`config.mk`:
```
export PLATFORM = sky130hd
export DESIGN_NAME = load_store_sequencer_flat
export DESIGN_NICKNAME = d
export VERILOG_FILES = /design/src/rtl/load_store_sequencer_pkg.sv /design/src/rtl/load_store_sequencer_if.sv /design/src/rtl/load_store_sequencer_load_extend.sv /design/src/rtl/load_store_sequencer.sv /design/src/flat_wrapper.sv
export SDC_FILE = /design/constraint.sdc
export NUM_CORES = 1
export LEC_CHECK = 0
export CORE_MARGIN = 8
export CORE_UTILIZATION = 40
export CTS_BUF_LIST = sky130_fd_sc_hd__clkbuf_16
export CTS_CLUSTER_SIZE = 28
export DETAILED_ROUTE_END_ITERATION = 6
export MAX_ROUTING_LAYER = met4
export PLACE_DENSITY_LB_ADDON = 0.2
export SETUP_SLACK_MARGIN = 0.4
export SLEW_MARGIN = 5
export SYNTH_ARGS = -nofsm -noshare
export SYNTH_HDL_FRONTEND = slang
export SYNTH_SLANG_ARGS = --single-unit
export TNS_END_PERCENT = 5
```
`constraint.sdc`:
```
create_clock -name clk_i -period 6.06 [get_ports clk_i]
set_clock_uncertainty 0.15 [all_clocks]
set_input_delay 0.909 -clock clk_i [delete_from_list [all_inputs] [get_ports clk_i]]
set_output_delay 0.909 -clock clk_i [all_outputs]
set_load 0.1 [all_outputs]
```
`src/rtl/load_store_sequencer_pkg.sv`:
```
// Shared types and helpers for the load/store sequencer.
//   lsu_size_e   : access size (byte / half / word)
//   lsu_state_e  : sequencer FSM states
//   decode_size  : maps the raw 2-bit request size onto lsu_size_e (2'b11 -> word)
//   beat_count   : number of byte beats for a size (1/2/4)
//   is_misaligned: natural-alignment check used by the optional misalignment trap
package lsu_pkg;

  typedef enum logic [1:0] {
    LSU_BYTE = 2'b00,
    LSU_HALF = 2'b01,
    LSU_WORD = 2'b10
  } lsu_size_e;

  typedef enum logic [1:0] {
    IDLE,
    XFER,
    DRAIN,
    RESP
  } lsu_state_e;

  function automatic lsu_size_e decode_size(input logic [1:0] raw);
    case (raw)
      2'b00:   return LSU_BYTE;
      2'b01:   return LSU_HALF;
      default: return LSU_WORD;
    endcase
  endfunction

  function automatic logic [2:0] beat_count(input lsu_size_e size);
    case (size)
      LSU_BYTE: return 3'd1;
      LSU_HALF: return 3'd2;
      default:  return 3'd4;
    endcase
  endfunction

  function automatic logic is_misaligned(input lsu_size_e size, input logic [1:0] addr_lo);
    case (size)
      LSU_BYTE: return 1'b0;
      LSU_HALF: return addr_lo[0];
      default:  return (addr_lo != 2'b00);
    endcase
  endfunction

endpackage

```
`src/rtl/load_store_sequencer_if.sv`:
```
// Bundle of the sequencer's request/response and data-memory signals.
//   slave  : the sequencer's view (takes requests, returns responses, drives memory)
//   master : the environment's view (CPU datapath issuing requests plus the memory)
// Request:  req_valid_i, req_ready_o, req_we_i, req_size_i, req_unsigned_i,
//           req_addr_i, req_wdata_i
// Response: resp_valid_o, resp_rdata_o, resp_err_o
// Memory:   mem_wr_en_o, mem_addr_o, mem_wdata_o, mem_rdata_i
interface load_store_sequencer_if #(
  parameter int ADDRESS_WIDTH = 32,
  parameter int DATA_WIDTH    = 32
);
  logic                     req_valid_i;
  logic                     req_ready_o;
  logic                     req_we_i;
  logic [1:0]               req_size_i;
  logic                     req_unsigned_i;
  logic [ADDRESS_WIDTH-1:0] req_addr_i;
  logic [DATA_WIDTH-1:0]    req_wdata_i;
  logic                     resp_valid_o;
  logic [DATA_WIDTH-1:0]    resp_rdata_o;
  logic                     resp_err_o;
  logic                     mem_wr_en_o;
  logic [ADDRESS_WIDTH-1:0] mem_addr_o;
  logic [7:0]               mem_wdata_o;
  logic [7:0]               mem_rdata_i;

  modport slave (
    input  req_valid_i, req_we_i, req_size_i, req_unsigned_i, req_addr_i, req_wdata_i,
    input  mem_rdata_i,
    output req_ready_o, resp_valid_o, resp_rdata_o, resp_err_o,
    output mem_wr_en_o, mem_addr_o, mem_wdata_o
  );

  modport master (
    output req_valid_i, req_we_i, req_size_i, req_unsigned_i, req_addr_i, req_wdata_i,
    output mem_rdata_i,
    input  req_ready_o, resp_valid_o, resp_rdata_o, resp_err_o,
    input  mem_wr_en_o, mem_addr_o, mem_wdata_o
  );
endinterface

```
`src/rtl/load_store_sequencer_load_extend.sv`:
```
// Sign/zero extension of an assembled little-endian load word.
//   data        : assembled 32-bit data, byte lane 0 is the lowest address
//   size        : access size; lanes above the size are ignored
//   is_unsigned : 1 = zero-extend, 0 = sign-extend (no effect on word loads)
//   result      : extended 32-bit load value
module load_extend
  import lsu_pkg::*;
(
  input  logic [31:0] data,
  input  lsu_size_e   size,
  input  logic        is_unsigned,
  output logic [31:0] result
);

  always_comb begin
    result = data;
    case (size)
      LSU_BYTE: result = {{24{data[7]  & ~is_unsigned}}, data[7:0]};
      LSU_HALF: result = {{16{data[15] & ~is_unsigned}}, data[15:0]};
      default:  result = data;
    endcase
  end

endmodule

```
`src/rtl/load_store_sequencer.sv`:
```
// Initiator side of the data-memory interface. Takes one load/store request at
// a time and serialises it into byte beats on a byte-addressed memory with a
// one-cycle synchronous read. Loads are assembled little-endian, extended, and
// returned with a single-cycle resp_valid_o pulse; stores pulse with zero data.
//
// Ports:
//   clk_i : clock, all logic on the rising edge
//   rst_i : synchronous active-high reset
//   bus   : load_store_sequencer_if.slave (request, response and memory signals)
//
// Optional build macro LSU_MISALIGN_TRAP_EN: misaligned half/word requests do
// no memory beats and respond in the next cycle with resp_err_o=1. Without it
// resp_err_o stays 0 and misaligned requests are serialised like any other.
module load_store_sequencer
  import lsu_pkg::*;
#(
  parameter int ADDRESS_WIDTH = 32,
  parameter int DATA_WIDTH    = 32
) (
  input  logic                          clk_i,
  input  logic                          rst_i,
  load_store_sequencer_if.slave         bus
);

  lsu_state_e               state;
  logic [1:0]               beat;
  logic                     we_q;
  lsu_size_e                size_q;
  logic                     unsigned_q;
  logic [ADDRESS_WIDTH-1:0] addr_q;
  logic [DATA_WIDTH-1:0]    wdata_q;
  logic [31:0]              rbuf;

  logic                     ready_q;
  logic                     resp_valid_q;
  logic [DATA_WIDTH-1:0]    resp_rdata_q;
  logic                     resp_err_q;
  logic                     mem_wr_en_q;
  logic [ADDRESS_WIDTH-1:0] mem_addr_q;
  logic [7:0]               mem_wdata_q;

  lsu_size_e                req_size;
  logic                     trap;
  logic                     last_beat;
  logic [1:0]               next_beat;
  logic [1:0]               lane_prev;
  logic [31:0]              merged;
  logic [31:0]              extended;

  always_comb begin
    req_size  = decode_size(bus.req_size_i);
    next_beat = beat + 2'd1;
    lane_prev = beat - 2'd1;
    last_beat = ({1'b0, beat} == (beat_count(size_q) - 3'd1));
    // In DRAIN the final byte is still on mem_rdata_i; fold it into its lane
    // so the response can be formed without an extra cycle.
    merged    = rbuf;
    merged[{beat, 3'b000} +: 8] = bus.mem_rdata_i;
`ifdef LSU_MISALIGN_TRAP_EN
    trap = is_misaligned(req_size, bus.req_addr_i[1:0]);
`else
    trap = 1'b0;
`endif
  end

  load_extend u_load_extend (
    .data        (merged),
    .size        (size_q),
    .is_unsigned (unsigned_q),
    .result      (extended)
  );

  always_ff @(posedge clk_i) begin
    if (rst_i) begin
      state        <= IDLE;
      beat         <= 2'd0;
      ready_q      <= 1'b1;
      resp_valid_q <= 1'b0;
      resp_rdata_q <= '0;
      resp_err_q   <= 1'b0;
      mem_wr_en_q  <= 1'b0;
      mem_addr_q   <= '0;
      mem_wdata_q  <= 8'h00;
    end else begin
      resp_valid_q <= 1'b0;
      case (state)
        IDLE: begin
          if (bus.req_valid_i) begin
            we_q       <= bus.req_we_i;
            size_q     <= req_size;
            unsigned_q <= bus.req_unsigned_i;
            addr_q     <= bus.req_addr_i;
            wdata_q    <= bus.req_wdata_i;
            beat       <= 2'd0;
            ready_q    <= 1'b0;
            if (trap) begin
              state        <= RESP;
              resp_valid_q <= 1'b1;
              resp_rdata_q <= '0;
              resp_err_q   <= 1'b1;
            end else begin
              // Beat 0 is presented in the cycle right after acceptance.
              state       <= XFER;
              mem_wr_en_q <= bus.req_we_i;
              mem_addr_q  <= bus.req_addr_i;
              mem_wdata_q <= bus.req_wdata_i[7:0];
            end
          end
        end
        XFER: begin
          // The byte returned now belongs to the previous beat's address.
          if (!we_q && beat != 2'd0) begin
            rbuf[{lane_prev, 3'b000} +: 8] <= bus.mem_rdata_i;
          end
          if (last_beat) begin
            mem_wr_en_q <= 1'b0;
            if (we_q) begin
              state        <= RESP;
              resp_valid_q <= 1'b1;
              resp_rdata_q <= '0;
              resp_err_q   <= 1'b0;
            end else begin
              state <= DRAIN;
            end
          end else begin
            beat        <= next_beat;
            mem_addr_q  <= addr_q + {{(ADDRESS_WIDTH-2){1'b0}}, next_beat};
            mem_wdata_q <= wdata_q[{next_beat, 3'b000} +: 8];
          end
        end
        DRAIN: begin
          state        <= RESP;
          resp_valid_q <= 1'b1;
          resp_rdata_q <= extended;
          resp_err_q   <= 1'b0;
        end
        RESP: begin
          state   <= IDLE;
          ready_q <= 1'b1;
        end
        default: begin
          state   <= IDLE;
          ready_q <= 1'b1;
        end
      endcase
    end
  end

  assign bus.req_ready_o  = ready_q;
  assign bus.resp_valid_o = resp_valid_q;
  assign bus.resp_rdata_o = resp_rdata_q;
  assign bus.resp_err_o   = resp_err_q;
  assign bus.mem_wr_en_o  = mem_wr_en_q;
  assign bus.mem_addr_o   = mem_addr_q;
  assign bus.mem_wdata_o  = mem_wdata_q;

endmodule
```
`src/flat_wrapper.sv`:
```
// flat-port wrapper written by rule: the top's interface ports become plain ports
module load_store_sequencer_flat import lsu_pkg::*;
#(
  parameter int ADDRESS_WIDTH = 32,
  parameter int DATA_WIDTH    = 32
)
  (clk_i, rst_i, bus_req_valid_i, bus_req_we_i, bus_req_size_i, bus_req_unsigned_i, bus_req_addr_i, bus_req_wdata_i, bus_mem_rdata_i, bus_req_ready_o, bus_resp_valid_o, bus_resp_rdata_o, bus_resp_err_o, bus_mem_wr_en_o, bus_mem_addr_o, bus_mem_wdata_o);
  load_store_sequencer_if #(.ADDRESS_WIDTH(ADDRESS_WIDTH), .DATA_WIDTH(DATA_WIDTH)) bus_i ();
  input  logic clk_i;
  input  logic rst_i;
  input wire logic [$bits(bus_i.req_valid_i)-1:0] bus_req_valid_i;
  input wire logic [$bits(bus_i.req_we_i)-1:0] bus_req_we_i;
  input wire logic [$bits(bus_i.req_size_i)-1:0] bus_req_size_i;
  input wire logic [$bits(bus_i.req_unsigned_i)-1:0] bus_req_unsigned_i;
  input wire logic [$bits(bus_i.req_addr_i)-1:0] bus_req_addr_i;
  input wire logic [$bits(bus_i.req_wdata_i)-1:0] bus_req_wdata_i;
  input wire logic [$bits(bus_i.mem_rdata_i)-1:0] bus_mem_rdata_i;
  output wire logic [$bits(bus_i.req_ready_o)-1:0] bus_req_ready_o;
  output wire logic [$bits(bus_i.resp_valid_o)-1:0] bus_resp_valid_o;
  output wire logic [$bits(bus_i.resp_rdata_o)-1:0] bus_resp_rdata_o;
  output wire logic [$bits(bus_i.resp_err_o)-1:0] bus_resp_err_o;
  output wire logic [$bits(bus_i.mem_wr_en_o)-1:0] bus_mem_wr_en_o;
  output wire logic [$bits(bus_i.mem_addr_o)-1:0] bus_mem_addr_o;
  output wire logic [$bits(bus_i.mem_wdata_o)-1:0] bus_mem_wdata_o;
  assign bus_i.req_valid_i = bus_req_valid_i;
  assign bus_i.req_we_i = bus_req_we_i;
  assign bus_i.req_size_i = bus_req_size_i;
  assign bus_i.req_unsigned_i = bus_req_unsigned_i;
  assign bus_i.req_addr_i = bus_req_addr_i;
  assign bus_i.req_wdata_i = bus_req_wdata_i;
  assign bus_i.mem_rdata_i = bus_mem_rdata_i;
  assign bus_req_ready_o = bus_i.req_ready_o;
  assign bus_resp_valid_o = bus_i.resp_valid_o;
  assign bus_resp_rdata_o = bus_i.resp_rdata_o;
  assign bus_resp_err_o = bus_i.resp_err_o;
  assign bus_mem_wr_en_o = bus_i.mem_wr_en_o;
  assign bus_mem_addr_o = bus_i.mem_addr_o;
  assign bus_mem_wdata_o = bus_i.mem_wdata_o;
  load_store_sequencer #(.ADDRESS_WIDTH(ADDRESS_WIDTH), .DATA_WIDTH(DATA_WIDTH)) u_core (.clk_i(clk_i), .rst_i(rst_i), .bus(bus_i));
endmodule
```
* After elaboration in Yosys (flattened, before gate mapping) *
Index checks and enable logic that the tools add are counted.

storage, ports and cells
  register bits = 180
  output and inout port bits = 76
  word-level logic and storage cells = 88

operators by class
  add/subtract/negate cells = 6
  equal/unequal tests = 10
  shifts and indexed selects = 5
  muxes and demuxes = 32
  bitwise operators = 4
  reductions and logical operators = 16

operator list
  cell                                                   number
  one-hot mux 32 bit (2 select lines)                    3
  two-way mux 32 bit                                     4
  bitwise mux 32 bit                                     2
  variable shift 8 x 7 -> 32 bit, first input constant   2
  variable part select 8 x 7 -> 32 bit                   2
  adder 32 x 2 -> 32 bit                                 1
  variable part select 32 x 6 -> 8 bit                   1
  two-way mux 8 bit                                      2
  one-hot mux 8 bit (2 select lines)                     1
  AND reduction 3 bit                                    5
  negator 5 -> 7 bit                                     2
  two-way mux 1 bit                                      8
  two-way mux 2 bit                                      4
  one-hot mux 1 bit (2 select lines)                     4
  one-hot mux 2 bit (2 select lines)                     2
  one-hot mux 2 bit (4 select lines)                     1
  nonzero test 2 bit                                     4
  == test 2 x 1 -> 1 bit, second input constant          3
  logical NOT 2 bit                                      3
  one-hot mux 3 bit (2 select lines)                     1
  == test 2 bit, second input constant                   2
  inequality test 2 x 1 -> 1 bit, second input constant  2
  inequality test 2 bit, second input constant           2
  AND reduction 2 bit                                    2
  other kinds (8)                                        10

* Logic depth before layout (Yosys ltp) *
Gate-level depths: netlist of the first run.

  word-level depth = 6
  mapped depth = 9
  depth with buffers taken out = 8

* Modules after synthesis *
Synthesis of the first run repeated with hierarchy kept, for this count alone.

second synthesis, totals
  cell total of the unflattened synthesis = 763
  area total of the unflattened synthesis = 8,280.4 sq um

modules (own cells, without submodules)
  module                instances  cells an instance  area each (sq um)
  load_store_sequencer  1          696                7,925.1
  load_extend           1          67                 355.3

* Worst setup path after synthesis of the first run *
OpenSTA, ideal clock, no wires.

  kind = input port to flip-flop
  start point = input rst_i
  end point = register u_core.addr_q[0] (enable)
  setup time = 494 ps
  arrival = 4,180 ps
  required time = 5,416 ps
  path slack = 1,236 ps
  stages = 3
  path buffers = 2
  cells stage by stage = clkbuf_1 clkbuf_1 nor2_1

between the ends
  longest elaborated chain between the ends = 2

RTL lines
  element                               line                        source
  from (decl)                           flat_wrapper.sv:10          input logic rst_i;
  NOT 1 bit (no source line)            --
  AND reduction 3 bit (no source line)  --
  to (signal assigned)                  load_store_sequencer.sv:92  addr_q <= bus.req_addr_i;
  to (decl)                             load_store_sequencer.sv:30  logic [ADDRESS_WIDTH-1:0] addr_q;

Every way passes these cells.
A chain may end at the register's enable or synchronous reset.

* Worst setup path in the final report of the first run *
  start point = register u_core.beat[1]
  end point = register u_core.mem_addr_q[18], in the netlist u_core.bus.mem_addr_o[18]

between the ends
  longest elaborated chain between the ends = 4
  elaborated cells between the ends (all ways) = 7
  classes of those cells = add/sub: 2; eq/ne: 2; mux: 2; reduce/logical: 1

RTL lines
  element                              line                         source
  from (decl)                          load_store_sequencer.sv:26   logic [1:0] beat;
  from (signal assigned)               load_store_sequencer.sv:126  beat <= next_beat;
  adder 2 x 1 -> 2 bit                 load_store_sequencer.sv:52   next_beat = beat + 2'd1;
  adder 32 x 2 -> 32 bit               load_store_sequencer.sv:127  mem_addr_q <= addr_q + {{(ADDRESS_WIDTH-2){1'b0}}, next_beat};
  two-way mux 32 bit                   load_store_sequencer.sv:115  if (last_beat) begin
  one-hot mux 32 bit (2 select lines)  load_store_sequencer.sv:86   case (state)
  to (signal assigned)                 load_store_sequencer.sv:105  mem_addr_q <= bus.req_addr_i;
  to (signal assigned)                 load_store_sequencer.sv:127
  to (decl)                            load_store_sequencer.sv:39   logic [ADDRESS_WIDTH-1:0] mem_addr_q;

Several ways; a longest one is shown, not always the timed one. The select of a mux whose other input is x is not followed.

==> parameters.txt, run 1 <==
Parameter                              Value

Setup path
  Crit Path Max Fanout    24
  Worst setup EP type    register
  Type of the setup path with the least slack    register to register
  Worst setup SP type    register
  Data required time of the critical path    6.20 ns
  Worst Reg2Reg Path Length in Cells    8
  Worst path arrival time    3.65 ns

Status
  Run status    complete, no violations

Clock tree
  CTS tree    done
  Worst-path clk slew    0.07 ns
  Count of hold-fix buffers inserted at cts    0
  Post-CTS Setup Inserts    0
  Latest clock arrival within the worst-skew pair    about 0.43 ns
  Root Buffer Master    sky130_fd_sc_hd__clkbuf_16
  CTS buffer count    17
  Post-cts gate resize count    0
  Number of clock sinks    179
  Clock Path Buffers    2
  Clock H-tree levels    4

Yosys
  Syn. warnings    0
  Number of different library cells in the post-synthesis netlist    63
  #FFs+latches synth    179
  FFs w/ async S/R, synth    0
  Fraction of post-synthesis cell area in the top cell type by area    0.375
  Count leader, synth    sky130_fd_sc_hd__edfxtp_1
  Top cells by instance count after synthesis    sky130_fd_sc_hd__edfxtp_1 (100), sky130_fd_sc_hd__dfxtp_1 (79), sky130_fd_sc_hd__nor2_1 (69)
  Post-synthesis cell area    between 8000 and 9000 um2
  Post-synthesis cell count    approximately 700
  Post-synth top flop    sky130_fd_sc_hd__edfxtp_1
  Area leader, netlist    sky130_fd_sc_hd__edfxtp_1
  Synthesized area per cell    11.6 um2
  Sequential share of the synthesized area    0.572
  Area contributors post-synth    sky130_fd_sc_hd__edfxtp_1 (37%), sky130_fd_sc_hd__dfxtp_1 (20%), sky130_fd_sc_hd__nor2_1 (3.2%)
  Net Count, Synth    around 780
  Count of flip-flops with a built-in enable after synthesis    100

Floorplanning
  Number of primary I/O pins    ~160
  Horiz. Die Dim    158 um
  Die Span Y    between 150 and 200 um
  Effective utilization at floorplan    0.409
  Floorplan row count    51
  Die area    about 25000 um2
  Core region area    roughly 20000 um2

STA
  Peak Freq    about 280 MHz
  Worst Setup Slack, final    about 2.5 ns
  Tightest Pin Transition    1.07 ns
  Hold Violations, Final    0
  Endpoints failing setup    0
  Worst max-slew margin expressed relative to the limit    0.279
  Min Clock Period, post-route    around 3.5 ns
  RSZ-0062 raised after global routing    no
  Final-layout setup total negative slack    0 ns
  Share of the clock period used by the worst path after layout    0.579
  Pins Over Slew Limit    0

Global routing
  Global-route wire length before repair    34600 um
  Largest net degree at the start of global routing    between 60 and 70
  Vias in the first global route    ~6100
  Number of antenna violations at the first check in global routing    0
  Residual overflow from global routing    0
  All-layer global routing usage    0.184

Drt
  Antenna-violating nets left    0
  Number of violations reported at the end of detailed-routing iteration 0    446
  WL per Instance    between 15 and 20 um
  Length of the first detailed-routing pass in iterations    5
  DRC violations left    0
  DR vias    slightly above 6000
  Vias/cell    5.51
  Total wirelength of the detailed-routed design    ~22000 um

Power and ir drop
  Reg power frac    0.324
  Cell internal power dissipation    around 2800 uW
  Logic pwr share    0.479
  Clock power frac    0.197
  Max VDD drop    between 0.0002 and 0.0003 V
  Leakage power summed over all cells    roughly 0.0035 uW
  Net Sw Frac    0.470
  Switching power summed over all nets    approximately 2400 uW
  P per Cell Area    a little over 500 nW/um2

Layout
  Area Growth Syn to Fin    28.7%
  Total inserted antenna cells    0
  Net count reported at finish    slightly above 900
  Fraction of final layout cells sized beyond drive strength 1    0.0797
  Final standard cell utilization of the core    0.527

Placed design
  Final Wtd Congestion    approximately 0.86
  Port Buf Inserts    about 150
  HPWL reported at the end of detailed placement    roughly 16000 um
  Post-Place Worst Slack    between 2 and 3 ns

Job
  Max-capacitance violation count    0

Min path
  Min-delay worst type    register to register
  Worst hold path depth    2
[kinds of logic after synthesis]
logic type,count (synthesis),synth area share
XOR/XNOR,29,0.0317
multiplexers,22,0.0399
AO/OA/AOI/OAI,164,0.148
other,1,0.000468
buffers and inverters,57,0.0298
AND/OR/NAND/NOR,225,0.155
adder cells (fa/ha/maj),14,0.0228
flip-flops,179,0.572
[routing by layer]
metal	share of wire	global-route usage	wire, um
met5	0	-	0
met4	0.016	0.0571	342
met3	0.059	0.0406	1300
met2	0.46	0.274	10100
met1	0.46	0.247	10100
[power groups by stage]
stage | Clock [uW] | Combinational (uW) | Sequential (uW)
after floorplan | 0 | 836 | 2730
after global placement | 0 | 2450 | 1700
after detailed placement | 0 | 2490 | 1710
after CTS | 1050 | 2500 | 1690
after global routing | 1090 | 2620 | 1710
final | 1020 | 2490 | 1690
[registers in the layout, indices dropped and copies added, names as in the netlist]
name,flops
u_core.addr_q,32
u_core.bus.mem_addr_o,32
u_core.bus.resp_rdata_o,32
u_core.rbuf,32
u_core.wdata_q,32
u_core.bus.mem_wdata_o,8
u_core.beat,2
u_core.size_q,2
u_core.state,2
u_core.bus.mem_wr_en_o,1
u_core.bus.req_ready_o,1
u_core.bus.resp_valid_o,1
u_core.unsigned_q,1
u_core.we_q,1
[critical path, stage by stage (launching register included)]
cell and delay (ns):
sky130_fd_sc_hd__dfxtp_1 0.41, sky130_fd_sc_hd__inv_1 0.12, sky130_fd_sc_hd__ha_1 0.91, sky130_fd_sc_hd__fa_1 0.42, sky130_fd_sc_hd__nand4_2 0.30, sky130_fd_sc_hd__or4_1 0.64
sky130_fd_sc_hd__nor3_1 0.19, sky130_fd_sc_hd__xnor2_1 0.14, sky130_fd_sc_hd__o21ai_0 0.09
[final cells by class]
type,instances,area (um2)
Fill cell,1734,9270
Sequential cell,179,4580
Multi-Input combinational cell,455,3220
Timing Repair Buffer,160,1580
Clock buffer,17,425
Tap cell,265,332
Clock inverter,15,120
Inverter,15,56.3
[cell usage in the layout (no fill, tap or decap), types with 10 or more instances in the layout]
cell type | synthesis | final
sky130_fd_sc_hd__edfxtp_1 | 100 | 100
sky130_fd_sc_hd__nor3_1 | 10 | 10
sky130_fd_sc_hd__xnor2_1 | 19 | 19
sky130_fd_sc_hd__inv_1 | 14 | 16
sky130_fd_sc_hd__clkdlybuf4s50_1 | 0 | 152
sky130_fd_sc_hd__a22oi_1 | 21 | 21
sky130_fd_sc_hd__o21ai_0 | 22 | 22
sky130_fd_sc_hd__a211oi_1 | 15 | 15
sky130_fd_sc_hd__dfxtp_1 | 79 | 79
sky130_fd_sc_hd__ha_1 | 13 | 12
sky130_fd_sc_hd__nor2_1 | 69 | 68
sky130_fd_sc_hd__nor2b_1 | 13 | 13
sky130_fd_sc_hd__xor2_1 | 10 | 10
sky130_fd_sc_hd__a21oi_1 | 23 | 23
sky130_fd_sc_hd__and2_1 | 27 | 27
sky130_fd_sc_hd__nand4_1 | 10 | 10
sky130_fd_sc_hd__nand3_1 | 17 | 17
sky130_fd_sc_hd__a32oi_1 | 16 | 16
sky130_fd_sc_hd__mux2i_1 | 14 | 14
sky130_fd_sc_hd__a221o_1 | 13 | 13
sky130_fd_sc_hd__nand2_1 | 25 | 25
sky130_fd_sc_hd__and3_1 | 18 | 18
sky130_fd_sc_hd__clkbuf_16 | 0 | 17
[final timing paths]
kind,from,endpoint,slack [ns]
max,u_core.beat[1],u_core.bus.mem_addr_o[18],2.55
min,u_core.bus.mem_addr_o[24],u_core.bus.mem_addr_o[24],0.31
max reg2reg,u_core.beat[1],u_core.bus.mem_addr_o[18],2.55
min reg2reg,u_core.bus.mem_addr_o[24],u_core.bus.mem_addr_o[24],0.31
[metrics by stage]
stage	hold slack, ns	total power [uW]	instances	instance area (um2)
finish	0.314	5200	1106	10300
global route	0.332	5430	1106	10300
CTS	0.311	5230	1106	10300
detailed placement	0.303	4200	1074	9770
global placement	0.296	4160	1074	9770
floorplan	0.338	3570	691	8020
No activity file was read; power rests on OpenSTA's default activity.
==> run 2: changes to the inputs <==
Clock period 6.06 ns to 3.4 ns, I/O delays scaled along.
==> run 2 against run 1 <==
Hold slack worse by 0.0090 ns. Critical path depth is the same. Sequential share of layout area increased by 0.18 points. Fmax is 20% higher. Via count increased by 1.1%. Largest power group unchanged. Largest cell class unchanged. Worst setup slack worse by 2.1 ns. Cell count up 0.81%.
==> parameters.txt, run 2 (same netlist as run 1, synthesis figures left out) <==
Parameter                              Value

Floorplanning
  Die Span Y    158 um (unchanged)
  Die area    24800 um2 (unchanged)
  Horiz. Die Dim    158 um (unchanged)
  Floorplan row count    51 (unchanged)
  Effective utilization at floorplan    0.409 (unchanged)
  Number of primary I/O pins    155 (unchanged)
  Core region area    19600 um2 (unchanged)

Global routing
  Global-route wire length before repair    33900 um (was 34600 um)
  All-layer global routing usage    0.180 (was 0.184)
  Met3 Track Usage GR    0.0412 (was 0.0406)
  Residual overflow from global routing    0 (unchanged)
  Vias in the first global route    6068 (was 6050)
  Global routing usage on met1    0.230 (was 0.247)
  Number of antenna violations at the first check in global routing    0 (unchanged)
  Largest net degree at the start of global routing    48 (was 68)
  Most used routing layer in global routing    met2 (unchanged)
  Met2 demand-to-capacity share in global routing    0.282 (was 0.274)

Clock tree
  Post-CTS Setup Inserts    0 (unchanged)
  Number of clock sinks    179 (unchanged)
  Root Buffer Master    sky130_fd_sc_hd__clkbuf_16 (unchanged)
  CTS tree    done (unchanged)
  Worst-path clk slew    0.07 ns (about the same)
  Latest clock arrival within the worst-skew pair    0.43 ns (about the same)
  Clock Path Buffers    2 (unchanged)
  CTS buffer count    17 (unchanged)
  Count of hold-fix buffers inserted at cts    0 (unchanged)
  Clock H-tree levels    4 (unchanged)

Layout
  Total inserted antenna cells    0 (unchanged)
  Net count reported at finish    930 (was 921)
  Fillers    1730 (was 1734)
  Most common cell after layout, fill and taps aside    sky130_fd_sc_hd__edfxtp_1 (was sky130_fd_sc_hd__clkdlybuf4s50_1)
  Final standard cell utilization of the core    0.525 (was 0.527)
  Area of combinational cells with multiple inputs    3230 um2 (was 3220 um2)
  Most used cells in the layout excluding fill and tap cells    sky130_fd_sc_hd__edfxtp_1 (100), sky130_fd_sc_hd__clkdlybuf4s50_1 (86), sky130_fd_sc_hd__buf_4 (82), sky130_fd_sc_hd__dfxtp_1 (79), sky130_fd_sc_hd__nor2_1 (68) (was sky130_fd_sc_hd__clkdlybuf4s50_1 (152), sky130_fd_sc_hd__edfxtp_1 (100), sky130_fd_sc_hd__dfxtp_1 (79), sky130_fd_sc_hd__nor2_1 (68), sky130_fd_sc_hd__and2_1 (27))
  Total area of sequential cells    4580 um2 (unchanged)
  Fraction of final layout cells sized beyond drive strength 1    0.172 (was 0.0797)
  Area Growth Syn to Fin    28.2% (was 28.7%)

Setup path
  Worst path arrival time    3.11 ns (was 3.65 ns)
  Reg-to-reg critical path endpoint    u_core.bus.mem_addr_o[29] (was u_core.bus.mem_addr_o[18])
  Worst-case register-to-register setup slack    0.48 ns (was 2.55 ns)
  Data required time of the critical path    3.59 ns (was 6.20 ns)
  Launching element of the worst setup path    u_core.size_q[0] (was u_core.beat[1])
  Worst setup EP type    register (unchanged)
  Crit Path Max Fanout    15 (was 24)
  Reg-to-reg startpoint    u_core.size_q[0] (was u_core.beat[1])
  Worst Reg2Reg Path Length in Cells    8 (unchanged)
  Type of the setup path with the least slack    register to register (unchanged)
  Worst setup SP type    register (unchanged)

Placed design
  Port Buf Inserts    153 (unchanged)
  Final Wtd Congestion    0.857 (was 0.863)
  HPWL reported at the end of detailed placement    15800 um (was 15600 um)
  Post-Place Worst Slack    0.489 ns (was 2.51 ns)

Drt
  Number of violations reported at the end of detailed-routing iteration 0    479 (was 446)
  Total wirelength of the detailed-routed design    21800 um (was 21900 um)
  DR vias    6161 (was 6091)
  DRC violations left    0 (unchanged)
  Antenna-violating nets left    0 (unchanged)
  Vias/cell    5.53 (was 5.51)
  WL per Instance    19.5 um (was 19.8 um)
  Length of the first detailed-routing pass in iterations    5 (unchanged)

Power and ir drop
  Leakage power summed over all cells    0.00366 uW (was 0.00349 uW)
  Switching power summed over all nets    4420 uW (was 2440 uW)
  Overall Power    9410 uW (was 5200 uW)
  Reg power frac    0.318 (was 0.324)
  Logic pwr share    0.470 (was 0.479)
  P per Cell Area    916 nW/um2 (was 504 nW/um2)
  Cell internal power dissipation    4990 uW (was 2760 uW)
  Clock power frac    0.212 (was 0.197)
  Max VDD drop    0.000459 V (was 0.000299 V)
  Net Sw Frac    0.470 (about the same)

STA
  Worst max-slew margin expressed relative to the limit    0.249 (was 0.279)
  Worst Setup Slack, final    0.482 ns (was 2.55 ns)
  Final-layout setup total negative slack    0 ns (unchanged)
  RSZ-0062 raised after global routing    yes (was no)
  Share of the clock period used by the worst path after layout    0.858 (was 0.579)
  Pins Over Slew Limit    0 (unchanged)
  Peak Freq    343 MHz (was 285 MHz)
  Tightest Pin Transition    1.12 ns (was 1.07 ns)
  Endpoints failing setup    0 (unchanged)
  Min Clock Period, post-route    2.92 ns (was 3.51 ns)
  Hold Violations, Final    0 (unchanged)

Min path
  Worst hold path depth    2 (unchanged)
  Min-delay worst type    register to register (unchanged)
  Launch point of the worst hold path    u_core.bus.mem_addr_o[10] (was u_core.bus.mem_addr_o[24])
  Worst-case hold path end point    u_core.bus.mem_addr_o[10] (was u_core.bus.mem_addr_o[24])

Job
  Max-capacitance violation count    0 (unchanged)

Status
  Run status    complete, no violations (unchanged)
[run 2: area by class of cell]
type	instances	share of cell area
Multi-Input combinational cell	455	0.314
Tap cell	265	0.0323
Sequential cell	179	0.446
Clock buffer	17	0.0414
Inverter	15	0.00548
Clock inverter	15	0.0164
Timing Repair Buffer	169	0.144
[run 2: through the flow]
stage               std cells  hold WS (ns)  instance area (um2)
CTS                      1115         0.304                10300
finish                   1115         0.305                10300
global placement         1083         0.298                 9680
detailed placement       1083         0.295                 9680
floorplan                 691         0.338                 8030
global route             1115         0.332                10300
[run 2: timing repair]
item                       4_1_cts  5_1_grt
hold endpoints to repair         0        0
gates resized for setup          0        1
setup endpoints to repair        0       65
[run 2: per-layer routing]
layer  wire length (um)  share of wire
met1               9840           0.45
met2              10300           0.47
met3               1250          0.057
met4                376          0.017
met5                  0              0
[run 2: power by group through the flow]
stage                     registers (uW)  clock network [uW]  logic [uW]
after CTS                           2990                2020        4450
after global placement              3020                   0        4370
after global routing                3040                2120        4670
final                               2990                1990        4430
after detailed placement            3040                   0        4440
after floorplan                     4850                   0        1490
[run 2: how the worst max path moves through the flow]
stage,end,slack [ns],cells after the start
after floorplan,u_core.bus.mem_addr_o[18],0.48,9
after global placement,u_core.rbuf[31],0.54,5
after detailed placement,u_core.rbuf[24],0.49,5
after CTS,u_core.bus.mem_addr_o[29],0.48,8
after global routing,u_core.bus.resp_rdata_o[0],0.30,8
final,u_core.bus.mem_addr_o[29],0.48,8
[run 2: worst max-delay path, cell delays in order, from the launching register on]
cell and delay, ns:
sky130_fd_sc_hd__edfxtp_1 0.48, sky130_fd_sc_hd__or2_2 0.34, sky130_fd_sc_hd__ha_1 0.29, sky130_fd_sc_hd__xor2_1 0.34, sky130_fd_sc_hd__a41oi_4 0.24, sky130_fd_sc_hd__buf_4 0.28
sky130_fd_sc_hd__nor2_1 0.43, sky130_fd_sc_hd__a22oi_1 0.17, sky130_fd_sc_hd__o21ai_1 0.12
==> run 3: changes to the inputs <==
Settings changed: DONT_BUFFER_PORTS set to 1.
==> run 3 against run 2 <==
Design area is 11% lower. Clock power down 10%. Critical path type unchanged. Combinational power is 54% lower. Wire length down 1.1%.
==> parameters.txt, run 3 (same netlist as run 1, synthesis figures left out) <==
Parameter                              Value

STA
  Final-layout setup total negative slack    0 ns (unchanged)
  Share of the clock period used by the worst path after layout    0.857 (was 0.858)
  Pins Over Slew Limit    0 (unchanged)
  Tightest Pin Transition    1.10 ns (was 1.12 ns)
  Min Clock Period, post-route    2.91 ns (was 2.92 ns)
  RSZ-0062 raised after global routing    yes (unchanged)
  Hold Violations, Final    0 (unchanged)
  Endpoints failing setup    0 (unchanged)
  Peak Freq    343 MHz (about the same)
  Worst max-slew margin expressed relative to the limit    0.267 (was 0.249)

Global routing
  Residual overflow from global routing    0 (unchanged)
  Largest net degree at the start of global routing    39 (was 48)
  Vias in the first global route    5706 (was 6068)
  Number of antenna violations at the first check in global routing    0 (unchanged)
  Global-route wire length before repair    33300 um (was 33900 um)
  All-layer global routing usage    0.181 (was 0.180)

Power and ir drop
  P per Cell Area    953 nW/um2 (was 916 nW/um2)
  Leakage power summed over all cells    0.00310 uW (was 0.00366 uW)
  Max VDD drop    0.000418 V (was 0.000459 V)

Floorplanning
  Horiz. Die Dim    158 um (unchanged)
  Core region area    19600 um2 (unchanged)
  Die area    24800 um2 (unchanged)
  Effective utilization at floorplan    0.409 (unchanged)
  Floorplan row count    51 (unchanged)
  Number of primary I/O pins    155 (unchanged)
  Die Span Y    158 um (unchanged)

Job
  Max-capacitance violation count    0 (unchanged)

Setup path
  Worst setup EP type    register (unchanged)
  Type of the setup path with the least slack    register to register (unchanged)
  Largest stage delay on the critical path    0.54 ns (was 0.48 ns)
  Max stage delay cell, worst path    sky130_fd_sc_hd__a2111oi_0 (was sky130_fd_sc_hd__edfxtp_1)
  Critical Path, Cell by Cell    or2_2 > ha_1 > xor2_1 > and3_1 > o21ai_0 > a2111oi_0 > a211oi_1 (was or2_2 > ha_1 > xor2_1 > a41oi_4 > buf_4 > nor2_1 > a22oi_1 > o21ai_1)
  Crit Path Max Fanout    6 (was 15)
  Worst path arrival time    3.06 ns (was 3.11 ns)
  Data required time of the critical path    3.55 ns (was 3.59 ns)
  Worst setup SP type    register (unchanged)

Layout
  Final cell count without fillers    991 (was 1115)
  Fraction of final layout cells sized beyond drive strength 1    0.107 (was 0.172)
  Most used cells in the layout excluding fill and tap cells    sky130_fd_sc_hd__edfxtp_1 (100), sky130_fd_sc_hd__dfxtp_1 (79), sky130_fd_sc_hd__nor2_1 (68), sky130_fd_sc_hd__dlygate4sd3_1 (29), sky130_fd_sc_hd__and2_1 (27) (was sky130_fd_sc_hd__edfxtp_1 (100), sky130_fd_sc_hd__clkdlybuf4s50_1 (86), sky130_fd_sc_hd__buf_4 (82), sky130_fd_sc_hd__dfxtp_1 (79), sky130_fd_sc_hd__nor2_1 (68))
  Total inserted antenna cells    0 (unchanged)
  Area Growth Syn to Fin    14.6% (was 28.2%)
  Final Cell Area    9190 um2 (was 10300 um2)
  Net count reported at finish    806 (was 930)
  Most common cell after layout, fill and taps aside    sky130_fd_sc_hd__edfxtp_1 (unchanged)

Clock tree
  Clock Path Buffers    2 (unchanged)
  Latest clock arrival within the worst-skew pair    0.43 ns (about the same)
  Number of clock sinks    179 (unchanged)
  Clock H-tree levels    4 (unchanged)
  Worst-path clk slew    0.07 ns (about the same)
  CTS tree    done (unchanged)
  Root Buffer Master    sky130_fd_sc_hd__clkbuf_16 (unchanged)
  CTS buffer count    17 (unchanged)
  Post-CTS Setup Inserts    0 (unchanged)

Status
  Run status    complete, no violations (unchanged)

Placed design
  Final Wtd Congestion    0.842 (was 0.857)
  Number of cells in the design after placement    929 (was 1083)
  Cell Area, Placed    8320 um2 (was 9680 um2)
  HPWL reported at the end of detailed placement    14800 um (was 15800 um)
  Port Buf Inserts    0 (was 153)

Drt
  WL per Instance    21.7 um (was 19.5 um)
  Total wirelength of the detailed-routed design    21500 um (was 21800 um)
  DRC violations left    0 (unchanged)
  Vias/cell    5.72 (was 5.53)
  Length of the first detailed-routing pass in iterations    5 (unchanged)
  DR vias    5664 (was 6161)
  Antenna-violating nets left    0 (unchanged)
  Number of violations reported at the end of detailed-routing iteration 0    389 (was 479)

Min path
  Min-delay worst type    primary input to register (was register to register)
run 3: changes by cell type in the layout (fill, tap and decap cells not counted), moves of 2 or more:
cell / before / now
sky130_fd_sc_hd__nor4_2: 7 / 5
sky130_fd_sc_hd__dlygate4sd3_1: 0 / 29
sky130_fd_sc_hd__clkinv_4: 1 / 5
sky130_fd_sc_hd__clkinvlp_4: 4 / 2
sky130_fd_sc_hd__clkdlybuf4s50_1: 86 / 0
sky130_fd_sc_hd__inv_6: 5 / 2
sky130_fd_sc_hd__bufinv_16: 2 / 0
sky130_fd_sc_hd__buf_12: 0 / 2
sky130_fd_sc_hd__clkinv_2: 0 / 3
sky130_fd_sc_hd__buf_4: 82 / 14
run 3: final timing paths:
check | start | slack, ns | endpoint | cells past startpoint
worst min register to register | u_core.beat[1] | 0.39 | u_core.beat[1] | 2
worst max register to register | u_core.size_q[1] | 0.49 | u_core.state[0] | 7
worst max-delay path | u_core.size_q[1] | 0.49 | u_core.state[0] | 7
worst min-delay path | bus_req_size_i[1] | 0.02 | u_core.size_q[1] | 0
run 3: report_power, final:
part | switching (uW) | total [uW] | internal, uW
registers | 2220 | 4940 | 2730
logic | 1240 | 2020 | 782
clock network | 849 | 1790 | 939
run 3: layout make-up:
cell class                      instances  area (um2)
Clock buffer                           17         425
Clock inverter                         15         110
Fill cell                            1789       10400
Multi-Input combinational cell        455        3240
Tap cell                              265         332
Sequential cell                       179        4580
Timing Repair Buffer                   45         435
Inverter                               15        56.3
run 3: repair_timing:
action / in CTS / in global routing
hold endpoints to repair: 65 / 0
hold buffers: 30 / 0
resized for setup: 0 / 3
setup endpoints to repair: 0 / 33
run 3: critical path: cells and delay by family (launching register included):
kind	cells	cell delay, ns
AO/OA/AOI/OAI	3	0.88
AND/OR/NAND/NOR	2	0.64
flip-flops	1	0.49
XOR/XNOR	1	0.33
adder cells (fa/ha/maj)	1	0.28
run 3: per-layer routing:
layer	part of all wire	wire length (um)	GRT usage
met2	0.46	9970	0.277
met3	0.094	2030	0.0709
met4	0.023	502	0.0612
met1	0.42	9020	0.214
met5	0	0	-
run 3: stage by stage:
stage	util	total power [uW]	hold slack [ns]	setup slack, ns
after global routing	0.469	9160	0.000146	0.287
after global placement	0.425	6900	0.351	0.620
after CTS	0.468	8790	0.000221	0.501
after floorplan	-	6350	0.338	0.482
after detailed placement	0.425	6960	0.370	0.526
final	0.469	8760	0.0218	0.487
